--- src/rtl/mc_controller.sv ---
// Multicycle MIPS main controller: Moore FSM sequencing fetch/decode/execute/mem/writeback.
// Optional ble support is built when MC_BLE_EN is defined.
module mc_controller (
   input  logic       clk,
   input  logic       reset,
   input  logic [5:0] op,
   input  logic [5:0] funct,
   input  logic       zero,
   input  logic       sign,
   output logic       pcen,
   output logic       irwrite,
   output logic       memwrite,
   output logic       regwrite,
   output logic       iord,
   output logic       memtoreg,
   output logic       regdst,
   output logic [1:0] alusrca,
   output logic [1:0] alusrcb,
   output logic [1:0] pcsrc,
   output logic [2:0] alucontrol,
   output logic [3:0] state
);

   typedef enum logic [3:0] {
      FETCH   = 4'd0,  DECODE  = 4'd1,  MEMADR = 4'd2,  MEMRD = 4'd3,
      MEMWB   = 4'd4,  MEMWR   = 4'd5,  RTYPEEX = 4'd6, RTYPEWB = 4'd7,
      BEQEX   = 4'd8,  ADDIEX  = 4'd9,  ADDIWB = 4'd10, JEX   = 4'd11,
      BLEEX   = 4'd12
   } state_t;

   localparam logic [5:0] OP_LW = 6'b100011, OP_SW = 6'b101011, OP_RTYPE = 6'b000000,
                          OP_BEQ = 6'b000100, OP_BLE = 6'b010110, OP_ADDI = 6'b001000,
                          OP_J = 6'b000010;

   state_t state_q, state_d;
   logic   pcwrite;
   logic   branch;

`ifndef MC_BLE_EN
   logic unused_sign;
   assign unused_sign = sign;
`endif

   always_ff @(posedge clk) begin
      if (reset) state_q <= FETCH;
      else       state_q <= state_d;
   end

   always_comb begin
      state_d    = FETCH;
      pcwrite    = 1'b0;
      branch     = 1'b0;
      irwrite    = 1'b0;
      memwrite   = 1'b0;
      regwrite   = 1'b0;
      iord       = 1'b0;
      memtoreg   = 1'b0;
      regdst     = 1'b0;
      alusrca    = 2'b00;
      alusrcb    = 2'b00;
      pcsrc      = 2'b00;
      alucontrol = 3'b010;
      case (state_q)
         FETCH: begin
            alusrcb = 2'b01;
            irwrite = 1'b1;
            pcwrite = 1'b1;
            state_d = DECODE;
         end
         DECODE: begin
            alusrcb = 2'b11;
            case (op)
               OP_LW, OP_SW: state_d = MEMADR;
               OP_RTYPE:     state_d = RTYPEEX;
               OP_BEQ:       state_d = BEQEX;
`ifdef MC_BLE_EN
               OP_BLE:       state_d = BLEEX;
`endif
               OP_ADDI:      state_d = ADDIEX;
               OP_J:         state_d = JEX;
               default:      state_d = FETCH;
            endcase
         end
         MEMADR: begin
            alusrca = 2'b01;
            alusrcb = 2'b10;
            state_d = (op == OP_LW) ? MEMRD : MEMWR;
         end
         MEMRD: begin
            iord    = 1'b1;
            state_d = MEMWB;
         end
         MEMWB: begin
            memtoreg = 1'b1;
            regwrite = 1'b1;
         end
         MEMWR: begin
            iord     = 1'b1;
            memwrite = 1'b1;
         end
         RTYPEEX: begin
            alusrca = 2'b01;
            state_d = RTYPEWB;
            case (funct)
               6'b100010: alucontrol = 3'b110;
               6'b100100: alucontrol = 3'b000;
               6'b100101: alucontrol = 3'b001;
               6'b101010: alucontrol = 3'b111;
               6'b000000: begin
                  alucontrol = 3'b011;
                  alusrca    = 2'b10;
               end
               default:   alucontrol = 3'b010;
            endcase
         end
         RTYPEWB: begin
            regdst   = 1'b1;
            regwrite = 1'b1;
         end
         BEQEX: begin
            alusrca    = 2'b01;
            alucontrol = 3'b110;
            pcsrc      = 2'b01;
            branch     = zero;
         end
`ifdef MC_BLE_EN
         BLEEX: begin
            alusrca    = 2'b01;
            alucontrol = 3'b110;
            pcsrc      = 2'b01;
            branch     = zero | sign;
         end
`endif
         ADDIEX: begin
            alusrca = 2'b01;
            alusrcb = 2'b10;
            state_d = ADDIWB;
         end
         ADDIWB: regwrite = 1'b1;
         JEX: begin
            pcsrc   = 2'b10;
            pcwrite = 1'b1;
         end
         default: state_d = FETCH;
      endcase
      pcen = pcwrite | branch;
      // Reset parks the datapath on FETCH mux settings with every write suppressed.
      if (reset) begin
         pcen       = 1'b0;
         irwrite    = 1'b0;
         memwrite   = 1'b0;
         regwrite   = 1'b0;
         iord       = 1'b0;
         memtoreg   = 1'b0;
         regdst     = 1'b0;
         alusrca    = 2'b00;
         alusrcb    = 2'b01;
         pcsrc      = 2'b00;
         alucontrol = 3'b010;
      end
   end

   assign state = state_q;

endmodule

--- config.mk ---
export PLATFORM = sky130hd
export DESIGN_NAME = mc_controller
export DESIGN_NICKNAME = d
export VERILOG_FILES = /design/src/rtl/mc_controller.sv
export SDC_FILE = /design/constraint.sdc
export NUM_CORES = 1
export LEC_CHECK = 0
export CAP_MARGIN = 20
export CORE_AREA = 2 2 45 47
export CTS_CLUSTER_DIAMETER = 30
export DETAILED_ROUTE_END_ITERATION = 8
export DIE_AREA = 0 0 47 49
export GPL_TIMING_DRIVEN = 0
export PLACE_DENSITY = 0.71
export SKIP_LAST_GASP = 1
export SYNTH_ARGS = -nofsm -noshare
export SYNTH_HDL_FRONTEND = slang
export SYNTH_SLANG_ARGS = --single-unit
--- constraint.sdc ---
create_clock -name clk -period 1.85 [get_ports clk]
set_clock_uncertainty 0.2 [all_clocks]
set_input_delay 0.555 -clock clk [delete_from_list [all_inputs] [get_ports clk]]
set_output_delay 0.555 -clock clk [all_outputs]
set_load 0.005 [all_outputs]
==> results of run 1 <==
[kinds of logic (layout without fill, tap and decap cells)]
family          count (synthesis)  after routing  share of synthesized area
compound gates                 21             21                      0.275
xor+xnor                        2              2                     0.0329
buf+inv                         9             74                     0.0704
flops                           4              4                      0.150
simple gates                   44             44                      0.472
[what timing repair did]
item	in CTS	in global routing
pin swaps	23	12
cloned	0	0
endpoints found under the hold margin	0	0
resized for setup	142	12
endpoints found under the setup margin	22	19
setup buffers	22	6
[worst min-delay path, stage by stage, from the launching register on]
cell	delay (ns)
dfxtp_4	0.37
buf_6	0.14
nor2_1	0.06
o311a_1	0.12
[per-layer routing]
| metal | track usage | routed length [µm] | vias to the layer above |
|---|---|---|---|
| met4 | 0.0370 | 67 | 0 |
| li1 | - | - | 431 |
| met2 | 0.402 | 1410 | 47 |
| met3 | 0.0519 | 245 | 9 |
| met1 | 0.238 | 1100 | 431 |
| met5 | 0 | 0 | - |
[power groups by stage]
stage	registers, W	logic (W)	clock network, W
6_report	0.0000892	0.000185	0.000112
3_3_place_gp	0.0000927	0.000113	0
5_1_grt	0.0000894	0.000194	0.000126
4_1_cts	0.0000890	0.000153	0.000114
3_5_place_dp	0.0000928	0.000114	0
2_1_floorplan	0.0000930	0.0000484	0
[synthesized netlist by cell type (2+ instances only)]
cell type	n	share of area
a21oi_1	7	0.066
nor4_1	2	0.023
nand2_1	2	0.014
a211oi_1	2	0.028
nor2_1	15	0.11
o21ai_0	3	0.028
buf_2	3	0.028
clkbuf_1	2	0.014
inv_1	4	0.028
nand4_1	2	0.023
a31oi_1	2	0.023
nor3_1	7	0.066
xnor2_1	2	0.033
dfxtp_1	4	0.15
nand2b_1	3	0.035
[cell type report]
cell class	count	share of cell area
well taps	27	0.0260
multi-input cells	67	0.444
clock buffers	3	0.0173
plain buffers	5	0.0424
repair buffers	62	0.386
flip-flops and latches	4	0.0684
inverters	4	0.0154
[final timing paths]
path,to,start,depth (start not counted)
setup / recovery,regwrite,state[0]$_SDFF_PP0_,9
hold / removal,state[3]$_SDFF_PP0_,state[2]$_SDFF_PP0_,3
setup reg to reg,state[2]$_SDFF_PP0_,state[0]$_SDFF_PP0_,8
hold reg to reg,state[3]$_SDFF_PP0_,state[2]$_SDFF_PP0_,3
[metrics by stage]
step / setup WS, ns / total power (W) / hold WS, ns / util
global placement: -1.09 / 0.000206 / 0.454 / 0.509
detailed placement: -1.09 / 0.000207 / 0.461 / 0.509
global route: -0.631 / 0.000409 / 0.555 / 0.705
CTS: -0.515 / 0.000356 / 0.499 / 0.649
finish: -0.576 / 0.000386 / 0.536 / 0.705
floorplan: -0.122 / 0.000141 / 0.433 / -
==> run metrics, run 1 <==
status complete, but fails checks; failing checks setup timing; post-route cell area roughly 1300 µm²; share of cells above drive strength 1 0.641; Detailed Route WL about 2800 µm; register area share after synthesis 0.150; Worst Setup End Kind output pin; root buffer cell clkbuf_4; Final setup violation count 16; Distinct cells, synth 35; setup TNS -5.82 ns; worst skew pair latency 0.24 ns; placed cells approximately 140; Yosys warnings 0; Flop pwr share 0.231; vias in the first global route 869; H-Tree Depth 1; r2r setup slk ~0.17 ns; gr usage total 0.217; Max VDD drop roughly 0.32 mV; max reg flops 4; Buf+Inv Stages, Crit Path 5; commonest non-fill, non-tap cell in the layout buf_4; cell count after synthesis 80; Starting Density 0.289; Iter 0 DRT Violations 16; clock sinks 4; asr flop ratio synth 0; clock buffer depth 2; Synth Net Count 96; RSZ-0062 raised after global routing true; Rel. slew slack 0.766; Req. time, crit path around 1.1 ns; final period demand of the worst path approximately 2.4 ns; Synth Flop Type dfxtp_1; area post-placement approximately 940 µm²; antenna viol nets, final 0; DRC Markers 0; register area 88.8 µm²; Layout Cells excl Fill approximately 170; P_int 0.000258 W; Mean Syn Cell Area roughly 6.7 µm²; top cell family by delay on the critical path buffers and inverters; leakage between 0.5 and 0.6 nW; FP Rows 16; vias after detailed routing between 900 and 1000; Die H ~49 µm; die area approximately 2300 µm²; routed len/inst about 16 µm; Fmax achieved between 400 and 500 MHz; hold bufs inserted after CTS 0; Multi-input gate area around 580 µm²; Post-synth EDFFs 0; filler cell count about 140; final worst-path cycle share 1.31; gp weighted congestion between 0.7 and 0.8; core area 1840 µm²; Max-cap violations 0; Min-Delay Path Class reg2reg; Detailed Place HPWL between 1000 and 1500 µm; Clock transition at path regs around 0.040 ns; largest net degree at the start of global routing 11; CTS tree yes; combinational power share 0.479; CP arrival ~1.7 ns; NumNets Final 163; CTS buffer count 3; switch share 0.330; worst slew pin tran between 0.3 and 0.4 ns; most frequent cells in the layout buf_4 (20), buf_2 (17), buf_6 (11), nor2_1 (9), dlygate4sd2_1 (8); first-pass GRT wire length approximately 3700 µm; PwrDens between 200 and 300 nW/µm²; most frequent CP cell buf_4; Worst Setup Path Type reg2out; FF+latch count, synth 4; critical path cell sequence buf_6 -> nand2b_4 -> buf_4 -> buf_4 -> buf_4 -> nor2_2 -> a31oi_1 -> nor2_1 -> buf_2; grt ovf 0; DR pass1 iterations 4; Slew Viols, Final 0; setup ws final -0.576 ns; Critical Path Start Type flop; Ports 36; slowest library cell on the worst path dfxtp_2; vias per cell 5.34; number of diodes 0; NetSw ~0.00013 W; Worst Path Max Fanout 3; PortBufs 34; antenna violations before repair 0; P&R area growth vs syn 144%; clock share of power 0.290; die width around 47 µm; Hold Vio Cnt, Final 0; Critical Path Max Stage Delay slightly above 0.3 ns; cell area after synthesis 533 µm²
No activity file was read; power rests on OpenSTA's default activity.
==> run 2, diff against run 1 <==
CAP_MARGIN = 10   (was 20)
==> results of run 2 <==
No change in the layout: final DEF, timing and power equal those of run 1.
